**config.mk**
```make
export PLATFORM = sky130hd
export DESIGN_NAME = id_stage
export DESIGN_NICKNAME = d
export VERILOG_FILES = /design/src/rtl/riscv_pkg.sv /design/src/rtl/imm_gen.sv /design/src/rtl/id_stage.sv
export SDC_FILE = /design/constraint.sdc
export NUM_CORES = 1
export LEC_CHECK = 0
export CAP_MARGIN = 10
export CORE_UTILIZATION = 35
export DETAILED_ROUTE_END_ITERATION = 7
export PLACE_DENSITY = 0.67
export SLEW_MARGIN = 20
export SYNTH_ARGS = -nofsm -noshare
export SYNTH_HDL_FRONTEND = slang
export SYNTH_SLANG_ARGS = --single-unit
```
**constraint.sdc**
```tcl
create_clock -name clk -period 3.6 [get_ports clk]
set_input_delay 0.72 -clock clk [delete_from_list [all_inputs] [get_ports clk]]
set_output_delay 0.72 -clock clk [all_outputs]
set_load 0.02 [all_outputs]
```
**src/rtl/riscv_pkg.sv**
```systemverilog
`default_nettype none
// ============================================================================
//  Module   : riscv_pkg
//  Purpose  : RV32I base opcodes, immediate formats and opcode classifiers
//             shared by the decode stage and the immediate generator.
//  Revision : 1.0 - initial release
// ============================================================================
package riscv_pkg;

   localparam logic [6:0] LOAD     = 7'b0000011;
   localparam logic [6:0] OP_IMM   = 7'b0010011;
   localparam logic [6:0] AUIPC    = 7'b0010111;
   localparam logic [6:0] STORE    = 7'b0100011;
   localparam logic [6:0] OP       = 7'b0110011;
   localparam logic [6:0] LUI      = 7'b0110111;
   localparam logic [6:0] BRANCH   = 7'b1100011;
   localparam logic [6:0] JALR     = 7'b1100111;
   localparam logic [6:0] JAL      = 7'b1101111;
   localparam logic [6:0] SYSTEM   = 7'b1110011;
   localparam logic [6:0] MISC_MEM = 7'b0001111;

   typedef enum logic [2:0] {
      IMM_I    = 3'd0,
      IMM_S    = 3'd1,
      IMM_B    = 3'd2,
      IMM_U    = 3'd3,
      IMM_J    = 3'd4,
      IMM_NONE = 3'd5
   } imm_type_t;

   // Immediate format selected by the major opcode.
   function automatic imm_type_t imm_type_of(input logic [6:0] opc);
      case (opc)
         LOAD, OP_IMM, JALR: imm_type_of = IMM_I;
         STORE:              imm_type_of = IMM_S;
         BRANCH:             imm_type_of = IMM_B;
         LUI, AUIPC:         imm_type_of = IMM_U;
         JAL:                imm_type_of = IMM_J;
         default:            imm_type_of = IMM_NONE;
      endcase
   endfunction

   // True for any of the eleven RV32I base opcodes.
   function automatic logic is_legal(input logic [6:0] opc);
      case (opc)
         LOAD, OP_IMM, AUIPC, STORE, OP, LUI,
         BRANCH, JALR, JAL, SYSTEM, MISC_MEM: is_legal = 1'b1;
         default:                             is_legal = 1'b0;
      endcase
   endfunction

   // Opcodes that actually read rs1.
   function automatic logic uses_rs1(input logic [6:0] opc);
      case (opc)
         JALR, BRANCH, LOAD, STORE, OP_IMM, OP: uses_rs1 = 1'b1;
         default:                               uses_rs1 = 1'b0;
      endcase
   endfunction

   // Opcodes that actually read rs2.
   function automatic logic uses_rs2(input logic [6:0] opc);
      case (opc)
         BRANCH, STORE, OP: uses_rs2 = 1'b1;
         default:           uses_rs2 = 1'b0;
      endcase
   endfunction

endpackage
`default_nettype wire

```
**src/rtl/imm_gen.sv**
```systemverilog
`default_nettype none
// ============================================================================
//  Module   : imm_gen
//  Purpose  : Combinational RV32I immediate extraction and sign extension.
//             Opcodes without an immediate format yield zero.
//  Revision : 1.0 - initial release
// ============================================================================
module imm_gen
   import riscv_pkg::*;
(
   input  logic [31:0] instr,
   output logic [31:0] imm
);

   // Assemble the immediate according to the opcode's encoding format.
   always_comb begin
      imm = '0;
      case (imm_type_of(instr[6:0]))
         IMM_I:   imm = {{20{instr[31]}}, instr[31:20]};
         IMM_S:   imm = {{20{instr[31]}}, instr[31:25], instr[11:7]};
         IMM_B:   imm = {{19{instr[31]}}, instr[31], instr[7], instr[30:25], instr[11:8], 1'b0};
         IMM_U:   imm = {instr[31:12], 12'b0};
         IMM_J:   imm = {{11{instr[31]}}, instr[31], instr[19:12], instr[20], instr[30:21], 1'b0};
         default: imm = '0;
      endcase
   end

endmodule
`default_nettype wire

```
**src/rtl/id_stage.sv**
```systemverilog
`default_nettype none
// ============================================================================
//  Module   : id_stage
//  Purpose  : RV32I decode stage. Drives register file read addresses,
//             merges writeback bypass, builds the immediate and registers the
//             decoded instruction into the ID/EX register with valid/ready
//             flow control, load-use stall and EX flush.
//  Revision : 1.0 - initial release
// ============================================================================
module id_stage
   import riscv_pkg::*;
#(
   parameter int XLEN      = 32,
   parameter bit BYPASS_EN = 1'b1
)(
   input  logic            clk,
   input  logic            rst_n,
   input  logic            if_valid,
   output logic            if_ready,
   input  logic [XLEN-1:0] if_pc,
   input  logic [31:0]     if_instr,
   output logic [4:0]      r_reg0,
   output logic [4:0]      r_reg1,
   input  logic [XLEN-1:0] r_dat0,
   input  logic [XLEN-1:0] r_dat1,
   input  logic            wb_write,
   input  logic [4:0]      wb_rd,
   input  logic [XLEN-1:0] wb_dat,
   input  logic            flush,
   input  logic            ex_ready,
   output logic            id_valid,
   output logic [XLEN-1:0] id_pc,
   output logic [6:0]      id_opcode,
   output logic [2:0]      id_funct3,
   output logic            id_funct7b5,
   output logic [4:0]      id_rd,
   output logic [4:0]      id_rs1,
   output logic [4:0]      id_rs2,
   output logic [XLEN-1:0] id_rs1_val,
   output logic [XLEN-1:0] id_rs2_val,
   output logic [XLEN-1:0] id_imm,
   output logic            id_illegal
);

   logic [6:0]      opc;
   logic [4:0]      rs1;
   logic [4:0]      rs2;
   logic            legal;
   logic [4:0]      rd_dec;
   logic [31:0]     imm;
   logic            byp0;
   logic            byp1;
   logic [XLEN-1:0] rs1_val;
   logic [XLEN-1:0] rs2_val;
   logic            hazard;
   logic            take;

   assign opc    = if_instr[6:0];
   assign rs1    = if_instr[19:15];
   assign rs2    = if_instr[24:20];
   assign r_reg0 = rs1;
   assign r_reg1 = rs2;
   assign legal  = is_legal(opc);

   // S/B formats have no destination; illegal instructions must not write back.
   assign rd_dec = (!legal || opc == STORE || opc == BRANCH) ? 5'd0 : if_instr[11:7];

   imm_gen u_imm_gen (
      .instr (if_instr),
      .imm   (imm)
   );

   generate
      if (BYPASS_EN) begin : g_bypass
         assign byp0 = wb_write && (wb_rd == rs1);
         assign byp1 = wb_write && (wb_rd == rs2);
      end else begin : g_no_bypass
         assign byp0 = 1'b0;
         assign byp1 = 1'b0;
      end
   endgenerate

   // x0 reads as zero even if writeback targets it.
   assign rs1_val = (rs1 == 5'd0) ? '0 : (byp0 ? wb_dat : r_dat0);
   assign rs2_val = (rs2 == 5'd0) ? '0 : (byp1 ? wb_dat : r_dat1);

   // Load-use: the held load's result is not yet available to a dependent reader.
   assign hazard = id_valid && (id_opcode == LOAD) && (id_rd != 5'd0) &&
                   ((uses_rs1(opc) && rs1 == id_rd) || (uses_rs2(opc) && rs2 == id_rd));

   // A flush always drains fetch so the wrong-path instruction is discarded.
   assign if_ready = flush ? 1'b1 : ((!id_valid || ex_ready) && !hazard);
   assign take     = if_valid && if_ready && !flush;

   // ID/EX pipeline register: flush beats transfer, transfer beats drain.
   always_ff @(posedge clk or negedge rst_n) begin
      if (!rst_n) begin
         id_valid    <= 1'b0;
         id_pc       <= '0;
         id_opcode   <= '0;
         id_funct3   <= '0;
         id_funct7b5 <= 1'b0;
         id_rd       <= '0;
         id_rs1      <= '0;
         id_rs2      <= '0;
         id_rs1_val  <= '0;
         id_rs2_val  <= '0;
         id_imm      <= '0;
         id_illegal  <= 1'b0;
      end else if (flush) begin
         id_valid <= 1'b0;
      end else if (take) begin
         id_valid    <= 1'b1;
         id_pc       <= if_pc;
         id_opcode   <= opc;
         id_funct3   <= if_instr[14:12];
         id_funct7b5 <= if_instr[30];
         id_rd       <= rd_dec;
         id_rs1      <= rs1;
         id_rs2      <= rs2;
         id_rs1_val  <= rs1_val;
         id_rs2_val  <= rs2_val;
         id_imm      <= imm;
         id_illegal  <= !legal;
      end else if (ex_ready) begin
         id_valid <= 1'b0;
      end
   end

endmodule
`default_nettype wire
```
Word-level counts from Yosys, hierarchy flattened --
Cells that the tools add are included. W data, S select, Z words.
Word-level totals: register bits 156, latch bits 0, RAM bits 0, memory bits (read-only) 0, memories kept 0
Cells by class: add/sub/neg operators 0, $mul 0, divide/modulo/power cells 0, order comparisons 0, equality and inequality tests 20, shift-type cells 0, muxes and demuxes 14, bitwise logic cells 1, reduce and logical (&&, ||, !) cells 29
Operators with widths (count):
- $pmux W32 S5 | 1
- $mux W32 | 4
- $eq A7 B7 Y1 const B | 4
- $eq A7 B6 Y1 const B | 3
- $eq A5 B5 Y1 | 4
- $pmux W3 S5 | 1
- $eq A7 B2 Y1 const B | 2
- $eq A7 B5 Y1 const B | 2
- $reduce_or A11 Y1 | 1
- $logic_and A1 B1 Y1 | 10
- $logic_not A5 Y1 | 2
- $eq A7 B4 Y1 const B | 1
- $mux W1 | 7
- $eq A3 B2 Y1 const B | 2
- $reduce_or A3 Y1 | 2
- $reduce_or A6 Y1 | 1
- $mux W5 | 1
- $reduce_bool A5 Y1 | 1
- $logic_not A1 Y1 | 4
- $logic_or A1 B1 Y1 | 4
- $eq A3 B1 Y1 const B | 1
- $eq A3 B3 Y1 const B | 1
- $logic_not A3 Y1 | 1
- $reduce_bool A3 Y1 | 1
- other kinds (3) | 3

Longest topological paths before layout --
Gate-level depths: netlist of run 1.
depth after elaboration 13, mapped depth 9

Modules after synthesis --
A second synthesis of run 1 with hierarchy kept.
Second synthesis, totals: cells, all modules 652, area total of the unflattened synthesis 7977.7 sq um
By module, submodules not included:
- id_stage | times used 1, cells an instance 566, area an instance 7428.4 sq um, seq. area each 3903.7 sq um
- imm_gen | times used 1, cells an instance 86, area an instance 549.3 sq um, seq. area each 0.0 sq um

Worst setup path after synthesis of run 1 --
OpenSTA, ideal clock, no wires.
path kind input -> output, start point input port if_instr[6], end point output port if_ready, arrival time 1.897 ns, path slack 0.983 ns, stages on the path 6, buffers on the path 1, path through buf_4 > and3b_1 > o211ai_2 > nor4b_2 > o2111ai_2 > nor2b_1
On the way: word-level cells in the longest chain between the ends 9
Ends and longest elaborated chain:
- from (decl) | RTL line id_stage.sv:21 | input logic [31:0] if_instr,
- $eq A7 B6 Y1, or another cell as far along | RTL line riscv_pkg.sv:54, riscv_pkg.sv:62
- $reduce_or A6 Y1 or $reduce_or A3 Y1 (tied branches) | RTL line riscv_pkg.sv:54, riscv_pkg.sv:62
- $mux W1, on equally long branches | RTL line riscv_pkg.sv:54, riscv_pkg.sv:62
- $logic_and A1 B1 Y1 | RTL line id_stage.sv:89 | ((uses_rs1(opc) && rs1 == id_rd) || (uses_rs2(opc) && rs2 == id_rd));
- $logic_or A1 B1 Y1 * | RTL line id_stage.sv:89
- $logic_and A1 B1 Y1 * | RTL line id_stage.sv:88 | assign hazard = id_valid && (id_opcode == LOAD) && (id_rd != 5'd0) &&
- $logic_not A1 Y1 * | RTL line id_stage.sv:92 | assign if_ready = flush ? 1'b1 : ((!id_valid || ex_ready) && !hazard);
- $logic_and A1 B1 Y1 * | RTL line id_stage.sv:92
- $mux W1 * | RTL line id_stage.sv:92
- to (decl) | RTL line id_stage.sv:19 | output logic if_ready,
Mark *: on every way between the ends. The rest lies on a longest branch, timed or not.

Worst setup path in the final report of run 1 --
start point input port if_instr[20], end point output port if_ready
On the way: word-level cells in the longest chain between the ends 7
Ends and longest elaborated chain (RTL line):
- $eq A5 B5 Y1 | id_stage.sv:89
- $logic_and A1 B1 Y1 | id_stage.sv:89
- $logic_or A1 B1 Y1 | id_stage.sv:89
- $logic_and A1 B1 Y1 | id_stage.sv:88
- $logic_not A1 Y1 | id_stage.sv:92
- $logic_and A1 B1 Y1 | id_stage.sv:92
- $mux W1 | id_stage.sv:92
Every way passes these cells.

==> results.md, run 1 <==
* Outcome: complete, no violations
* Multi-input logic area at 3840 um2
* Register area at 3900 um2
* Die ar. at 24200 um2
* Max Root-Sink Buffers at 2
* Post-route cell area at between 10000 and 15000 um2
* CORE AREA at 22900 um2
* CTS clk-pin slew, worst paths at 70 ps
* PortBufs at 337
* Critical path endpoint: if_ready
* Vias per cell at 4.78
* Gr ovfl total at 0
* H-tree Lvls at 4
* Share of layout cells above drive strength 1 at 0.187
* FILL cells at 2036
* Initial Utilization at 0.360
* Initial drt markers at around 270
* Die W at about 160 um
* # nets final at 1162
* Synth Cell Area at 8260 um2
* # setup viols final at 0
* Vias in the first global route at 6547
* Relative slew slack at 0.532
* Worst R2R Path Depth at 9
* Cell row count at 55
* CTS resizes at 2
* Largest net degree at the start of global routing at between 60 and 70
* HP Class: in2async
* Startpoint types: input port
* Syn Area/Cell at 12.9 um2
* Vias post-DR at about 6.3k
* Setup WS pre-CTS at -101 ps
* Post-route antenna net violation count at 0
* Tcrit/Tclk final at 0.952
* Die height at 156 um
* Syn Nets at roughly 810
* Final Hold Fails at 0
* Synth Instances at 642
* Worst-Margin Slew at about 700 ps
* Reg-to-Reg Start: id_rd[4]
* Setup CP Type: in2out
* Root Driver: clkbuf_16
* Fraction of registers with async set/reset at 1.00
* Post-Route Skew at 13.2 ps
* Total track usage at 0.208
* EDFF count, synth at 0
* Worst reg2reg setup slack at 960 ps
* Skew-Pair Late Insertion Delay at 430 ps
* Fin. max-slew vios at 0
* FMAX at 0.292 GHz
* Hpwl dp at 18300 um
* Number of synthesized register bits at 156
* Drt first pass iters at 6
* Power per cell area at 443 nW/um2
* Worst EP arrival at 2710 ps
* Req. time, crit path at 2880 ps
* P_leak at approximately 0.0055 uW
* DRT Wirelength at 24900 um
* Maxcap violations at 0
* Setup TNS at 0 ps
* CTS tree: done
* Hold_buf cts at 0
* DR DRC count at 0
* Post-CTS Setup Repair Bufs at 0
* Ys Warns at 0
* Synth unique cells at 48
* DP Area at roughly 12000 um2
* Sequential cell area fraction in the yosys report at 0.473
* Max IR drop VDD at 210 uV
* Tmin final at roughly 3400 ps
* Io pins at 338
* Area growth syn-to-layout at 52.0%
* RSZ-0062 raised after global routing: no
* Clk sinks at 156
* Setup crit end kind: primary output
* Global-route wire length before repair at 38100 um
* Critical path origin: if_instr[20]
* Initial antenna violation count at 1
* Primary FF master, synth: dfrtp_1
* FF-to-FF End: id_rs1_val[9]
* Routability congestion estimate at 0.882
* DR WL/cell at 18.9 um
* Critical Path Fanout Max at 2
* Num CTS Buffers at 17
* Final worst setup slack at around 170 ps
[final cells by class]
type                            count  area share
Inverter                           23     0.00688
Clock buffer                       18      0.0342
Sequential cell                   156       0.311
Clock inverter                     14     0.00997
Tap cell                          313      0.0312
Multi-Input combinational cell    414       0.306
Antenna cell                        1    0.000199
Timing Repair Buffer              379       0.301
[how the worst min path moves through the flow]
stage / end / cells after the start / slack [ps]
4_1_cts: id_pc[14] / 1 / 280
5_1_grt: id_pc[14] / 1 / 290
2_1_floorplan: id_funct3[0] / 0 / 420
6_report: id_pc[18] / 1 / 250
3_5_place_dp: id_rs1_val[12] / 1 / 480
3_3_place_gp: id_rs1_val[17] / 1 / 470
[worst max-delay path, cell delays in order]
cell and delay (ps):
clkdlybuf4s50_1 560, xnor2_1 150, nand3_1 160, a2111oi_2 340, buf_4 170, o2111ai_2 120, nor2b_1 160, dlygate4sd2_1 320
[metrics by stage]
stage,hold slack [ps],total power (uW),instances,utilization
2_1_floorplan,424,2990,642,-
3_3_place_gp,473,3850,1285,0.523
3_5_place_dp,480,3870,1285,0.523
4_1_cts,279,5640,1317,0.548
5_1_grt,288,5810,1318,0.548
6_report,253,5570,1318,0.548
[flip-flops by register name (all words and copies together), names as in the netlist]
register and flops:
id_funct7b5 1, id_illegal 1, id_funct3 3, id_rs2 5, id_imm 32, id_rs1_val 32
id_rd 5, id_pc 32, id_rs1 5, id_opcode 7, id_valid 1, id_rs2_val 32
[cell usage after synthesis (2+ instances only)]
master,count,share of area
nor3b_1,3,0.0027
mux2_4,100,0.18
a22oi_1,2,0.0018
buf_6,6,0.0082
buf_4,11,0.010
nor2_2,2,0.0015
a21boi_0,4,0.0036
nand4_1,2,0.0015
and3_1,3,0.0023
a21oi_1,14,0.0085
and2_1,2,0.0015
nand3_1,7,0.0042
nor2_1,70,0.032
clkbuf_1,9,0.0041
or4_1,2,0.0018
a21o_1,11,0.010
mux2i_1,84,0.10
o21ai_0,3,0.0018
mux2_2,2,0.0027
buf_2,11,0.0067
nand2_1,22,0.010
buf_12,11,0.027
inv_1,23,0.010
mux2_1,32,0.044
nor3_1,6,0.0036
nor4_1,3,0.0023
xnor2_1,11,0.012
xor2_1,9,0.0095
dfrtp_1,156,0.47
nor2b_1,3,0.0023
[logic make-up (layout without fill, tap and decap cells)]
group | Yosys count | in the layout | share of synthesized area
simple gates | 133 | 133 | 0.0744
mux | 218 | 218 | 0.330
xor+xnor | 20 | 20 | 0.0212
flops | 156 | 156 | 0.473
other cells | 0 | 1 | 0
compound gates | 43 | 43 | 0.0354
buf+inv | 72 | 434 | 0.0665
[cells in the final DEF, fill, tap and decap left out, types with 2 or more instances in the layout]
cell type,n
nor2_2,3
nor2_1,68
inv_1,23
inv_8,4
nor4_1,3
a21boi_0,4
dfrtp_1,156
mux2_2,2
or4_1,2
xnor2_1,11
buf_4,35
nor3_1,6
mux2_1,32
nand4_1,2
clkdlybuf4s50_1,335
inv_6,4
clkinvlp_4,3
mux2_4,100
buf_12,7
mux2i_1,84
clkinv_4,2
a21oi_1,14
nand2_1,22
a21o_1,11
nor2b_1,3
and2_1,2
o21ai_0,3
clkbuf_16,17
xor2_1,9
nor3b_1,3
a22oi_1,2
nand3_1,7
and3_2,2
[power by group]
group,switching (uW),internal [uW]
Combinational,736,947
Sequential,143,2000
Clock,834,911
[routing by layer]
layer  global-route usage  vias to the layer above  share of wire
met5                    0                        -              0
li1                     -                     2916              -
met3               0.0667                       26          0.078
met2                0.349                      242           0.49
met1                0.257                     3116           0.42
met4               0.0556                        0          0.015
Note: power is estimated with default switching activity, not from simulation.
==> run 2, diff against run 1 <==
Settings changed: CELL_PAD_IN_SITES_DETAIL_PLACEMENT from default to 0, CELL_PAD_IN_SITES_GLOBAL_PLACEMENT from default to 1, MAX_ROUTING_LAYER from default to met4, PLACE_DENSITY 0.67 to default, PLACE_DENSITY_LB_ADDON from default to 0.1, SKIP_LAST_GASP from default to 1.
==> results.md, run 2 (synthesis results as in run 1) <==
* Clk network pwr share at 0.316
* Relative slew slack at 0.392
* Most common cell after layout, fill and taps aside: clkdlybuf4s50_1
* Post-Route Skew at roughly 13 ps
* Critical Path Fanout Max at 2
* DP Area at 12000 um2
* Reg-to-Reg Start: id_rd[4]
* Routability congestion estimate at 0.925
* Switching Fraction at 0.304
* Num CTS Buffers at 17
* Post-CTS Setup Repair Bufs at 0
* Max IR drop VDD at 260 uV
* DR WL/cell at 18.9 um
* Initial Utilization at 0.360
* Req. time, crit path at 2880 ps
* DR DRC count at 0
* Die height at around 160 um
* Tcrit/Tclk final at 0.937
* Skew-Pair Late Insertion Delay at 430 ps
* Power per cell area at 443 nW/um2
* Setup CP Type: in2out
* Die W at 156 um
* Final Hold Fails at 0
* Hpwl dp at 18400 um
* FMAX at 0.297 GHz
* Startpoint types: input port
* Gr ovfl total at 0
* H-tree Lvls at 4
* DRT Wirelength at 25000 um
* Initial antenna violation count at 3
* CTS clk-pin slew, worst paths at approximately 70 ps
* Max Root-Sink Buffers at 2
* Vias in the first global route at 6338
* Comb pwr share at 0.303
* Vias post-DR at 6194
* RSZ-0062 raised after global routing: no
* Cell row count at 55
* Worst R2R Path Depth at 9
* P_leak at 0.00558 uW
* Tmin final at 3370 ps
* Die ar. at 24200 um2
* Setup crit end kind: primary output
* Vias per cell at 4.69
* Min Hold Slack at ~350 ps
* Drt first pass iters at 4
* Flop pwr share at 0.381
* # nets final at 1163
* HP Class: in2async
* PortBufs at between 300 and 400
* Worst-Margin Slew at 912 ps
* Commonest non-fill, non-tap cells in the layout: clkdlybuf4s50_1, dfrtp_1, mux2_4
* Share of layout cells above drive strength 1 at 0.190
* Critical path origin: if_instr[24]
* Area growth syn-to-layout at 52.8%
* CTS tree: done
* CTS resizes at 3
* Internal power at 3900 uW
* CORE AREA at about 23000 um2
* Worst EP arrival at 2650 ps
* Io pins at between 300 and 400
* Root Driver: clkbuf_16
* P_sw at 1700 uW
* Post-route antenna net violation count at 0
* Clk sinks at approximately 160
* Initial drt markers at 214
* Hold_buf cts at 0
* Total track usage at 0.213
* # setup viols final at 0
* Maxcap violations at 0
* Largest net degree at the start of global routing at between 90 and 100
* Post-route cell area at 12600 um2
* Global-route wire length before repair at 37600 um
* Fin. max-slew vios at 0
* Outcome: complete, no violations
[run 2: critical path: stages]
cell	delay [ps]
clkdlybuf4s50_1	470
xnor2_2	230
nand3_1	140
a2111oi_2	330
buf_4	170
o2111ai_2	110
nor2b_1	170
dlygate4sd2_1	320
[run 2: worst paths after layout]
check / end / slack (ps)
min in group clk: id_rs2_val[27] / 490
hold reg to reg: id_rs2_val[27] / 490
setup / recovery: if_ready / 230
hold / removal: id_rs2_val[7] / 350
max in group asynchronous: id_rs2[2] / 2390
setup reg to reg: id_rs1[0] / 1010
[run 2: final cells by class]
cell class              instances  area, um2
fillers                      2021      10300
flip-flops and latches        156       3900
multi-input cells             414       3840
repair buffers                380       3820
clock buffers                  19        453
well taps                     313        392
clock inverters                13        120
inverters                      23       86.3
diodes                          3       7.51
[run 2: layer usage]
layer,share of wire,up-vias,GRT usage
met2,0.50,201,0.356
met5,0,-,-
met3,0.060,19,0.0547
met4,0.012,0,0.0574
li1,-,2920,-
met1,0.43,3054,0.254
[run 2: power groups by stage]
stage          registers [uW]  logic (uW)  clock network (uW)
2_1_floorplan            2460         525                   0
3_5_place_dp             2160        1710                   0
3_3_place_gp             2160        1710                   0
5_1_grt                  2170        1790                1880
4_1_cts                  2130        1720                1810
6_report                 2130        1700                1770
[run 2: metrics by stage]
step	setup TNS, ps	utilization	instances	power (uW)	setup WS, ps
after global placement	-134	0.525	1286	3870	-134
after floorplan	0	-	642	2990	983
after detailed placement	-90.0	0.525	1286	3880	-90.0
after global routing	0	0.551	1321	5830	139
after CTS	0	0.551	1318	5670	218
final	0	0.551	1321	5600	228
==> run 3, diff against run 2 <==
Settings changed: CORE_ASPECT_RATIO from default to 1.25, SKIP_CTS_REPAIR_TIMING from default to 1.
==> results.md, run 3 (synthesis results as in run 1) <==
* Critical path origin: if_instr[6]
* Initial drt markers at about 150
* Tcrit/Tclk final at 0.881
* CORE AREA at 23000 um2
* Worst-Margin Slew at 752 ps
* Area growth syn-to-layout at 52.1%
* FMAX at 0.315 GHz
* DR DRC count at 0
* H-tree Lvls at 4
* Worst R2R Path Depth at 9
* Critical Path Fanout Max at 5
* Most common cell after layout, fill and taps aside: clkdlybuf4s50_1
* N_diodes at 0
* Initial antenna violation count at 0
* DRT Wirelength at 25500 um
* Max IR drop VDD at slightly above 300 uV
* Die height at ~170 um
* Skew-Pair Late Insertion Delay at between 400 and 500 ps
* Critical path endpoint: if_ready
* Max Root-Sink Buffers at 2
* CTS tree: done
* Power per cell area at 455 nW/um2
* Commonest non-fill, non-tap cells in the layout: clkdlybuf4s50_1, dfrtp_1, mux2_4
* PortBufs at 337
* Num CTS Buffers at 17
* Die ar. at about 24000 um2
* DR WL/cell at 19.8 um
* Gr ovfl total at 0
* Relative slew slack at 0.497
* Final Hold Fails at 0
* Worst reg2reg setup slack at 970 ps
* Multi-input logic area at 3830 um2
* # setup viols final at 0
* Largest net degree at the start of global routing at 73
* Total track usage at 0.223
* P_leak at around 0.0056 uW
* Share of layout cells above drive strength 1 at 0.187
* Die W at 139 um
* Vias per cell at approximately 4.8
* Setup crit end kind: primary output
* Vias post-DR at 6236
* Initial Utilization at 0.359
* Root Driver: clkbuf_16
* Global-route wire length before repair at ~40000 um
* FF-to-FF End: id_imm[21]
* Req. time, crit path at ~2900 ps
* Routability congestion estimate at 0.946
* Drt first pass iters at 4
* Post-route antenna net violation count at 0
* RSZ-0062 raised after global routing: no
* Post-Route Skew at 11.8 ps
* Dpl cells at 1259
* Maxcap violations at 0
* Startpoint types: input port
* Vias in the first global route at 6837
* Setup CP Type: in2out
* Reg-to-Reg Start: id_rd[1]
* Register area at 3900 um2
* Outcome: complete, no violations
* Final Non-Filler Cells at 1291
* Fin. max-slew vios at 0
* Hpwl dp at 19400 um
* Cell row count at 62
* Worst EP arrival at 2450 ps
* Io pins at 338
* HP Class: in2async
* Tmin final at 3170 ps
* Clk sinks at 156
* CTS clk-pin slew, worst paths at 70 ps
* # nets final at between 1k and 1.5k
* Min Hold Slack at between 200 and 300 ps
* FILL cells at roughly 2k
run 3: per-stage QoR:
stage / instance area [um2] / utilization / setup TNS, ps / total power (uW) / setup WS [ps]
2_1_floorplan: 8260 / - / 0 / 2990 / 983
3_3_place_gp: 11900 / 0.519 / -6.92 / 3870 / -6.92
3_5_place_dp: 11900 / 0.519 / 0 / 3890 / 89.6
4_1_cts: 12600 / 0.545 / 0 / 5790 / 67.9
5_1_grt: 12600 / 0.545 / 0 / 5980 / 300
6_report: 12600 / 0.545 / 0 / 5710 / 429
run 3: worst max-delay path, cell delays in order:
cell and delay, ps:
clkdlybuf4s50_1 580, and3b_1 230, o211ai_2 90, nor4b_2 300, o2111ai_2 160, nor2b_1 160
dlymetal6s2s_1 200
run 3: report_power, final:
group	switching (uW)	internal, uW
Sequential	147	2000
Clock	799	1070
Combinational	754	947
Total	1700	4010
run 3: how the worst min path moves through the flow:
stage | from | endpoint | cells past startpoint
5_1_grt | rst_n | id_rs1_val[3] | 1
4_1_cts | rst_n | id_rs1_val[3] | 1
3_3_place_gp | id_rs1_val[9] | id_rs1_val[9] | 1
6_report | rst_n | id_rs1_val[3] | 1
2_1_floorplan | rst_n | id_funct3[0] | 0
3_5_place_dp | id_rs2_val[25] | id_rs2_val[25] | 1
run 3: layout make-up:
cell class | instances | area share
flip-flops and latches | 156 | 0.311
clock buffers | 18 | 0.0349
inverters | 23 | 0.00687
multi-input cells | 414 | 0.305
repair buffers | 378 | 0.300
well taps | 288 | 0.0287
clock inverters | 14 | 0.0135
run 3: metal layers:
layer	vias to the layer above	track usage	wire, um
li1	2910	-	-
met1	3056	0.243	10000
met2	234	0.386	13200
met3	36	0.0605	1640
met4	0	0.0833	690
met5	-	-	0
